`config.mk`:
```
export PLATFORM = sky130hd
export DESIGN_NAME = uart_secded_rx
export DESIGN_NICKNAME = d
export VERILOG_FILES = /design/src/rtl/uart_secded_pkg.sv /design/src/rtl/rx_word_fifo.sv /design/src/rtl/uart_secded_rx.sv
export SDC_FILE = /design/constraint.sdc
export NUM_CORES = 1
export LEC_CHECK = 0
export CAP_MARGIN = 30
export CORE_UTILIZATION = 45
export DETAILED_ROUTE_END_ITERATION = 12
export PLACE_DENSITY_LB_ADDON = 0.12
export SLEW_MARGIN = 10
export SYNTH_ARGS = -nofsm -noshare
export SYNTH_HDL_FRONTEND = slang
export SYNTH_HIERARCHICAL = 1
export SYNTH_SLANG_ARGS = --single-unit
```
`constraint.sdc`:
```
create_clock -name clk -period 3.6 [get_ports clk]
set_input_delay 1.08 -clock clk [delete_from_list [all_inputs] [get_ports clk]]
set_output_delay 1.08 -clock clk [all_outputs]
set_load 0.01 [all_outputs]
```
`src/rtl/uart_secded_pkg.sv`:
```
// Shared types and ECC helpers for the UART SECDED receive path.
package uart_secded_pkg;

  // Receiver framing states.
  typedef enum logic [1:0] {
    ST_IDLE  = 2'd0,
    ST_START = 2'd1,
    ST_DATA  = 2'd2,
    ST_STOP  = 2'd3
  } rx_state_t;

  // Outcome of decoding one codeword.
  typedef enum logic [1:0] {
    ECC_CLEAN         = 2'd0,
    ECC_CORRECTED     = 2'd1,
    ECC_UNCORRECTABLE = 2'd2
  } ecc_class_t;

  // Data bits per serial frame: 7 for Hamming(7,4), 8 when the overall parity bit is added.
  function automatic int code_w(input int extended);
    return (extended != 0) ? 8 : 7;
  endfunction

  // Codeword bit i is Hamming position i+1 (p1 p2 d1 p3 d2 d3 d4); result is {s3,s2,s1}.
  function automatic logic [2:0] hamming_syndrome(input logic [6:0] cw);
    logic s1, s2, s3;
    s1 = cw[0] ^ cw[2] ^ cw[4] ^ cw[6];
    s2 = cw[1] ^ cw[2] ^ cw[5] ^ cw[6];
    s3 = cw[3] ^ cw[4] ^ cw[5] ^ cw[6];
    return {s3, s2, s1};
  endfunction

  // Plain Hamming trusts any non-zero syndrome; SECDED uses the overall parity to
  // tell a single error (parity bad) from a double error (parity good, syndrome set).
  function automatic ecc_class_t secded_classify(input logic [2:0] syndrome,
                                                 input logic       parity_bad,
                                                 input logic       extended);
    ecc_class_t cls;
    cls = ECC_CLEAN;
    if (!extended) begin
      if (syndrome != 3'd0) cls = ECC_CORRECTED;
    end else if (parity_bad) begin
      cls = ECC_CORRECTED;
    end else if (syndrome != 3'd0) begin
      cls = ECC_UNCORRECTABLE;
    end
    return cls;
  endfunction

  // Extract d1..d4 into nibble bits 0..3.
  function automatic logic [3:0] hamming_data(input logic [6:0] cw);
    return {cw[6], cw[5], cw[4], cw[2]};
  endfunction

endpackage

```
`src/rtl/rx_word_fifo.sv`:
```
// Synchronous word FIFO with occupancy count; a pop frees room for a same-cycle push.
module rx_word_fifo #(
  parameter int WIDTH = 10,
  parameter int DEPTH = 4
) (
  input  logic                     clk,
  input  logic                     rst_n,
  input  logic                     push,
  input  logic [WIDTH-1:0]         push_data,
  input  logic                     pop,
  output logic [WIDTH-1:0]         head,
  output logic [$clog2(DEPTH):0]   count,
  output logic                     empty,
  output logic                     dropped
);

  localparam int AW = $clog2(DEPTH);
  localparam logic [AW:0] FULL_CNT = (AW + 1)'(DEPTH);

  logic [WIDTH-1:0] mem [DEPTH];
  logic [AW-1:0]    wr_ptr;
  logic [AW-1:0]    rd_ptr;
  logic             full;
  logic             do_pop;
  logic             do_push;

  assign empty   = (count == '0);
  assign full    = (count == FULL_CNT);
  assign do_pop  = pop & ~empty;
  assign do_push = push & (~full | do_pop);
  assign dropped = push & full & ~do_pop;
  // Empty FIFO presents an all-zero head so downstream flags never show stale data.
  assign head    = empty ? '0 : mem[rd_ptr];

  // Storage array; contents are only meaningful below the count, so no reset is needed.
  always_ff @(posedge clk) begin
    if (do_push) mem[wr_ptr] <= push_data;
  end

  // Pointer and occupancy bookkeeping.
  always_ff @(posedge clk) begin
    if (!rst_n) begin
      wr_ptr <= '0;
      rd_ptr <= '0;
      count  <= '0;
    end else begin
      if (do_push) wr_ptr <= wr_ptr + 1'b1;
      if (do_pop)  rd_ptr <= rd_ptr + 1'b1;
      case ({do_push, do_pop})
        2'b10:   count <= count + 1'b1;
        2'b01:   count <= count - 1'b1;
        default: count <= count;
      endcase
    end
  end

endmodule

```
`src/rtl/uart_secded_rx.sv`:
```
// Oversampling UART receiver that decodes Hamming/SECDED nibbles and buffers assembled words.
//
// Output handshake: word_out/err_* describe the FIFO head while word_valid is high;
// the word is consumed on any clock edge where word_valid and word_ready are both high,
// and the next entry (or zeros when empty) appears on the following cycle.
module uart_secded_rx
  import uart_secded_pkg::*;
#(
  parameter int CLKS_PER_BIT = 8,
  parameter int EXTENDED     = 1,
  parameter int DATA_NIBBLES = 2,
  parameter int FIFO_DEPTH   = 4
) (
  input  logic                          clk,
  input  logic                          rst_n,
  input  logic                          ena,
  input  logic                          rx,
  output logic [4*DATA_NIBBLES-1:0]     word_out,
  output logic                          word_valid,
  input  logic                          word_ready,
  output logic                          err_corrected,
  output logic                          err_uncorrectable,
  output logic                          frame_err,
  output logic                          overflow,
  output logic [$clog2(FIFO_DEPTH):0]   fifo_count
);

  localparam int W      = 4 * DATA_NIBBLES;
  localparam int CW     = code_w(EXTENDED);
  localparam int CNT_W  = $clog2(CLKS_PER_BIT);
  localparam int NIB_W  = (DATA_NIBBLES > 1) ? $clog2(DATA_NIBBLES) : 1;
  localparam logic [CNT_W-1:0] CNT_LAST = CNT_W'(CLKS_PER_BIT - 1);
  localparam logic [CNT_W-1:0] CNT_HALF = CNT_W'(CLKS_PER_BIT / 2);
  localparam logic [2:0]       BIT_LAST = 3'(CW - 1);

  // Synchroniser and edge history.
  logic rx_meta;
  logic rx_sync;
  logic rx_prev;

  // Framing FSM.
  rx_state_t       state;
  logic [CNT_W-1:0] cnt;
  logic [2:0]       bit_idx;
  logic [CW-1:0]    shreg;
  logic [CW-1:0]    cw_reg;
  logic             dec_strobe;

  // Decoder.
  logic [2:0]  syndrome;
  ecc_class_t  ecc_cls;
  logic [6:0]  fixed;
  logic [3:0]  nibble;

  // Assembler.
  logic [NIB_W-1:0] nib_cnt;
  logic [W-1:0]     acc_word;
  logic             acc_corr;
  logic             acc_unc;
  logic [W-1:0]     asm_word;
  logic             asm_corr;
  logic             asm_unc;
  logic             last_nib;
  logic             push;

  // FIFO side.
  logic [W+1:0]     fifo_head;
  logic             fifo_empty;
  logic             fifo_dropped;

  // Two-flop synchroniser; resets to the idle-high line level so reset never looks like a start edge.
  always_ff @(posedge clk) begin
    if (!rst_n) begin
      rx_meta <= 1'b1;
      rx_sync <= 1'b1;
      rx_prev <= 1'b1;
    end else begin
      rx_meta <= rx;
      rx_sync <= rx_meta;
      rx_prev <= rx_sync;
    end
  end

  // Framing FSM: start-bit qualification, mid-bit data sampling, stop-bit check.
  always_ff @(posedge clk) begin
    if (!rst_n) begin
      state      <= ST_IDLE;
      cnt        <= '0;
      bit_idx    <= '0;
      shreg      <= '0;
      cw_reg     <= '0;
      dec_strobe <= 1'b0;
      frame_err  <= 1'b0;
    end else begin
      dec_strobe <= 1'b0;
      frame_err  <= 1'b0;
      if (!ena) begin
        state   <= ST_IDLE;
        cnt     <= '0;
        bit_idx <= '0;
      end else begin
        case (state)
          ST_IDLE: begin
            if (!rx_sync && rx_prev) begin
              state <= ST_START;
              cnt   <= '0;
            end
          end
          ST_START: begin
            if (cnt == CNT_HALF) begin
              cnt     <= '0;
              bit_idx <= '0;
              state   <= rx_sync ? ST_IDLE : ST_DATA;
            end else begin
              cnt <= cnt + 1'b1;
            end
          end
          ST_DATA: begin
            if (cnt == CNT_LAST) begin
              cnt   <= '0;
              shreg <= {rx_sync, shreg[CW-1:1]};
              if (bit_idx == BIT_LAST) state <= ST_STOP;
              else                     bit_idx <= bit_idx + 1'b1;
            end else begin
              cnt <= cnt + 1'b1;
            end
          end
          ST_STOP: begin
            if (cnt == CNT_LAST) begin
              cnt   <= '0;
              state <= ST_IDLE;
              if (rx_sync) begin
                cw_reg     <= shreg;
                dec_strobe <= 1'b1;
              end else begin
                frame_err <= 1'b1;
              end
            end else begin
              cnt <= cnt + 1'b1;
            end
          end
          default: state <= ST_IDLE;
        endcase
      end
    end
  end

  // Decode the latched codeword; only single errors at a data/parity position get flipped.
  always_comb begin
    syndrome = hamming_syndrome(cw_reg[6:0]);
    ecc_cls  = secded_classify(syndrome, ^cw_reg, EXTENDED != 0);
    fixed    = cw_reg[6:0];
    if (ecc_cls == ECC_CORRECTED && syndrome != 3'd0)
      fixed[syndrome - 3'd1] = ~fixed[syndrome - 3'd1];
    nibble = hamming_data(fixed);
  end

  // Merge the decoded nibble into the partial word; the last nibble produces a push.
  always_comb begin
    asm_word = acc_word;
    asm_word[int'(nib_cnt) * 4 +: 4] = nibble;
    asm_corr = acc_corr | (ecc_cls == ECC_CORRECTED);
    asm_unc  = acc_unc  | (ecc_cls == ECC_UNCORRECTABLE);
    last_nib = (int'(nib_cnt) == DATA_NIBBLES - 1);
    push     = dec_strobe & ena & last_nib;
  end

  // Partial-word state; disable or a framing error throws the partial word away.
  always_ff @(posedge clk) begin
    if (!rst_n) begin
      nib_cnt  <= '0;
      acc_word <= '0;
      acc_corr <= 1'b0;
      acc_unc  <= 1'b0;
    end else if (!ena || frame_err) begin
      nib_cnt  <= '0;
      acc_word <= '0;
      acc_corr <= 1'b0;
      acc_unc  <= 1'b0;
    end else if (dec_strobe) begin
      if (last_nib) begin
        nib_cnt  <= '0;
        acc_word <= '0;
        acc_corr <= 1'b0;
        acc_unc  <= 1'b0;
      end else begin
        nib_cnt  <= nib_cnt + 1'b1;
        acc_word <= asm_word;
        acc_corr <= asm_corr;
        acc_unc  <= asm_unc;
      end
    end
  end

  rx_word_fifo #(
    .WIDTH (W + 2),
    .DEPTH (FIFO_DEPTH)
  ) u_fifo (
    .clk       (clk),
    .rst_n     (rst_n),
    .push      (push),
    .push_data ({asm_unc, asm_corr, asm_word}),
    .pop       (word_ready),
    .head      (fifo_head),
    .count     (fifo_count),
    .empty     (fifo_empty),
    .dropped   (fifo_dropped)
  );

  assign word_out          = fifo_head[W-1:0];
  assign err_corrected     = fifo_head[W];
  assign err_uncorrectable = fifo_head[W+1];
  assign word_valid        = ~fifo_empty;

  // Sticky record that a completed word was lost to a full FIFO.
  always_ff @(posedge clk) begin
    if (!rst_n)            overflow <= 1'b0;
    else if (fifo_dropped) overflow <= 1'b1;
  end

endmodule

```
# Word level (Yosys, flattened, before mapping)
# Memory sizes are Yosys's and may differ from the RTL's. A register that Yosys moved wholly into a read port is not among the register bits.
# Cells that the tools add are included.
dict set report totals {
  latch_bits 0
  mem_count 1
  output_inout_bits 16
  ramBits 40
  romBits 0
  regBits 48
}
# memory depth width read_ports rd_ports_with_merged_regs write_ports line_no
set mem_list {}
lappend mem_list {u_fifo.mem 4 10 1 1 1 rx_word_fifo.sv:20} ;# logic [WIDTH-1:0] mem [DEPTH];
dict set report classes {
  n_addsub 9
  muxes 36
  magnitude_cmp 2
  shift 2
  n_eq_ne 17
  n_reduce_logical 20
  n_div 0
  n_bitwise 23
  multipliers 0
}
# operator n
set op_table {}
lappend op_table {{3-bit negator with 33-bit output} 1}
lappend op_table {{4-bit by 33-bit variable shift with 8-bit output (first input constant)} 1}
lappend op_table {{4-bit by 33-bit indexed part select with 8-bit output} 1}
lappend op_table {{2-bit 2-to-1 mux} 10}
lappend op_table {{3-bit 2-to-1 mux} 6}
lappend op_table {{3-bit == test (second input constant)} 4}
lappend op_table {{2-bit != test (second input constant)} 6}
lappend op_table {{3-bit one-hot mux with 2 select lines} 2}
lappend op_table {{4-bit AND reduction} 3}
lappend op_table {{10-bit 2-to-1 mux} 1}
lappend op_table {{3-bit by 1-bit adder with 3-bit output (second input constant)} 3}
lappend op_table {{1-bit 2-to-1 mux} 9}
lappend op_table {{3-bit one-hot mux with 3 select lines} 1}
lappend op_table {{1-bit bitwise XOR} 9}
lappend op_table {{8-bit bitwise mux} 1}
lappend op_table {{2-bit == test (second input constant)} 4}
lappend op_table {{8-bit 2-to-1 mux} 1}
lappend op_table {{2-bit one-hot mux with 4 select lines} 1}
lappend op_table {{8-bit parity} 1}
lappend op_table {{7-bit bitwise mux} 1}
lappend op_table {{7-bit 2-to-1 mux} 1}
lappend op_table {{1-bit bitwise AND} 6}
lappend op_table {{2-bit by 1-bit == test with 1-bit output (second input constant)} 3}
lappend op_table {{3-bit by 1-bit subtractor with 3-bit output (second input constant)} 2}
lappend op_table {{other kinds (19)} 31}

# Longest topological paths before layout
dict set report logic_depth {
  depth_word 13
  mapped_depth 12
  ltp_nobuf 9
}

# Hierarchy
# Netlist, hierarchy kept.
# mod seq_area_each_um2 area_each_um2 instances cells_per_inst
set by_module_without_submodules {}
lappend by_module_without_submodules {uart_secded_rx 820.8 2055.7 1 225}
lappend by_module_without_submodules {rx_word_fifo 1381.3 2013.2 1 118}

# Least setup slack after synthesis
# OpenSTA, ideal clock, no wires.
dict set report synth_timing {
  path_type {input-to-reg}
  start {input word_ready}
  end {register u_fifo.count[2]}
  path_stages 10
  setup_slack_ns 0.817
  t_required_ns 3.524
  arrival_ns 2.708
  path_buffers 1
  cell_sequence {nor4b_2 nor2b_1 buf_2 inv_1 ha_1 inv_1 fa_1 xor2_1 or3_1 a21boi_0}
}
dict set report synth_via {
  elab_chain_len 5
}
# element line_no
set synth_lines {}
lappend synth_lines {{start, declared} uart_secded_rx.sv:20} ;# input logic word_ready,
lappend synth_lines {{1-bit bitwise AND *} rx_word_fifo.sv:29} ;# assign do_pop = pop & ~empty;
lappend synth_lines {{1-bit OR} rx_word_fifo.sv:30} ;# assign do_push = push & (~full | do_pop);
lappend synth_lines {{1-bit bitwise AND} rx_word_fifo.sv:30}
lappend synth_lines {{2-bit by 1-bit == test with 1-bit output / 2-bit == test (equally long branches)} rx_word_fifo.sv:49} ;# case ({do_push, do_pop})
lappend synth_lines {{3-bit one-hot mux with 2 select lines / 2-bit nonzero test (equally long branches)} --}
lappend synth_lines {{end signal, assigned} rx_word_fifo.sv:50} ;# 2'b10: count <= count + 1'b1;
lappend synth_lines {{end signal, assigned} rx_word_fifo.sv:51} ;# 2'b01: count <= count - 1'b1;
lappend synth_lines {{end signal, assigned} rx_word_fifo.sv:52} ;# default: count <= count;
lappend synth_lines {{end, declared} rx_word_fifo.sv:12} ;# output logic [$clog2(DEPTH):0] count,
# Every way passes the cells marked *; elsewhere a longest branch is shown, timed or not.
# A chain may end at the register's enable or synchronous reset.

==> out/results.ini <==
[run_status]
status = finished, final reports clean

[timing]
setup_violations = 0
slew_headroom = 0.6064
setup-tns-final_ns = 0
min_period_over_period = 0.8694
worst_slew_pin_slew_ns = 0.5895
fin_skew_ns = 0.01166
rsz0062_at_grt = no
drv_slew = 0
period_minus_slack_ns = 3.130
hold_violations = 0
max_freq_mhz = 319.5

[floorplan]
core_region_area_sq_mm = 0.008721
die_h_um = 97.09
die_w_um = 97.09
die_area_sq_mm = 0.009426
io_pins = 21
row_count = 34
initial_utilization = 0.4666

[synth]
synth_most_common_cell = dfxtp_1
synth_area_leaders = edfxtp_1 (30%), dfxtp_1 (25%), mux4_2 (5.5%)
post_synth.cell_area_avg_sq_um = 11.86
synth_top_flop_cell = dfxtp_1
synth-seq-cells = 90
async_flop_share = 0
synth_commonest_cells = dfxtp_1 (50), edfxtp_1 (40), nand2_1 (39), nor2b_1 (22), inv_1 (17)
synth_edf_count = 40
yosys_warnings = 6
syn_inst = 343
yosysTopAreaCell = edfxtp_1
ys_seq_area_frac = 0.5412
synth_fp_nets = 361
ys_types = 56
syn_area_sq_mm = 0.004069
synth_top_cell_area_share = 0.2952

[worst_setup_path]
worstPathCellList = buf_4 -> mux4_2 -> nor2b_1 -> clkdlybuf4s50_1
cp-start-kind = flip-flop
crit_fanout = 10
r2r-start = cw_reg[0]
max_stage_delay_ns = 0.54
rr_worst_depth = 9
cp_top_family = buffers and inverters
crit_required_ns = 2.52
critPathArrivalTime_ns = 2.05
crit_type = reg -> out
path_buf_inv = 2
endpoint_kind = output pin
r2r-end = u_fifo/mem[0][5]
critPathSlowestCell = mux4_2
reg2reg_slack_ns = 0.47

[worst_hold_path]
min_from = rx_meta
hold_path_depth = 1
worstHoldPathType = reg -> reg
hold_end = rx_sync

[global_routing]
track_usage = 0.1521
antenna_found_initial = 0
met2_usage = 0.2497
met1_usage = 0.1973
top_usage_layer = met2
grt_pass1_wl_um = 11250
grt_pass1_vias = 2327
grtUsageMet3 = 0.03022
grt_remaining_overflow = 0
grt_max_degree = 32

[clock_network]
cts_buffers = 9
clockBufferDepth = 2
clockRootBuffer = clkbuf_8
cts-resized-gates = 0
post_cts_buffers = 0
cts_tree = built
htreeDepth = 3
hold_buffers = 0
clkTransAtPathRegs_ns = 0.09
cts_sinks = 90
worstSkewPairLatency_ns = 0.35

[place]
placed_area_sq_mm = 0.004388
routabilityCongestion = 0.7086
io_buffers = 20
hpwl_um = 4662

[power_and_ir_drop]
powerDensity_mw_per_mm2 = 390.9
power.ir.vdd_worst_v = 0.0002344
p_leak_nw = 1.543

[detailed_routing]
via_per_inst = 5.142
first_iter_violations = 108
ant_nets = 0
wl_per_cell_um = 13.82
drc = 0
vias = 2463
wirelength_um = 6622
dr.pass1.iters = 4

[finish]
multiInputGateArea_sq_mm = 0.001734
final_nets = 384
nFillCells = 793
fin_area_sq_mm = 0.004594
largest_register_ffs = 40
n_antenna_cell = 0
drive_gt1_frac = 0.1294
regMostFlops = u_fifo/mem
syn2layout_area_growth_pct = 12.92
seq_area_sq_mm = 0.002202

[job]
maxCapViolations = 0

[through the flow]
stage               power (mW)  cells  setup WS [ns]  hold slack [ns]  utilization
floorplan                1.096    343         0.8169           0.3863            -
global placement         1.106    463         0.3033           0.3905       0.5032
detailed placement       1.106    463         0.2090           0.3976       0.5032
CTS                      1.820    479         0.4235           0.4209       0.5268
global route             1.868    479         0.2989           0.4274       0.5268
finish                   1.796    479         0.4700           0.4173       0.5268
[area by class of cell]
type	count	share of cell area
Tap cell	108	0.02941
Sequential cell	90	0.4793
Timing Repair Buffer	27	0.05501
Multi-Input combinational cell	221	0.3774
Clock buffer	9	0.02696
Clock inverter	7	0.01797
Inverter	17	0.01389
[worst max path at each step]
stage,to,slack (ns),cells after the start
floorplan,u_fifo/count[2],0.82,10
CTS,word_out[4],0.42,4
global route,u_fifo/mem[0][5],0.30,9
detailed placement,u_fifo/count[2],0.21,10
global placement,u_fifo/count[2],0.30,10
finish,word_out[4],0.47,4
[worst register-to-register path, delay by kind of cell (launching register included)]
kind,cells,cell delay [ns]
muxes,2,0.67
adders and majority gates,2,0.74
and+or+nand+nor,3,0.73
DFF,1,0.38
xor gates and xnor gates,2,0.31
[layout by cell type, fill, tap and decap left out, types with 7 or more instances in the layout]
| cell type | netlist | final |
|---|---|---|
| nor2_1 | 11 | 11 |
| a21oi_1 | 10 | 10 |
| mux4_2 | 10 | 10 |
| inv_1 | 17 | 17 |
| edfxtp_1 | 40 | 40 |
| nand2_1 | 39 | 39 |
| nor2b_1 | 22 | 22 |
| o21ai_0 | 11 | 11 |
| clkbuf_8 | 0 | 9 |
| clkdlybuf4s50_1 | 0 | 20 |
| ha_1 | 12 | 12 |
| mux2i_1 | 16 | 16 |
| and2_1 | 13 | 13 |
| dfxtp_1 | 50 | 50 |
| buf_4 | 0 | 7 |
| a21boi_0 | 11 | 11 |
[power by group]
group	switching [mW]	leakage (nW)	internal (mW)
sequential	0.00142	0.777	1.06
combinational	0.0129	0.662	0.0102
clock	0.379	0.104	0.334
total	0.394	1.54	1.40
[logic make-up (layout without fill, tap and decap cells)]
family / Yosys count / after routing / synth area share
adders and majority gates: 13 / 13 / 0.04182
AOI/OAI and AO/OA: 45 / 45 / 0.07011
buffers and inverters: 32 / 60 / 0.03259
muxes: 28 / 28 / 0.1002
xor gates and xnor gates: 15 / 15 / 0.05289
DFF: 90 / 90 / 0.5412
and+or+nand+nor: 120 / 120 / 0.1611
[metal layers]
| layer | up-vias | part of all wire |
|---|---|---|
| met5 | - | 0 |
| met4 | 0 | 0.0083 |
| met3 | 5 | 0.032 |
| met2 | 36 | 0.49 |
| met1 | 1165 | 0.47 |
| li1 | 1257 | - |
Note: power is estimated with default switching activity, not from simulation.
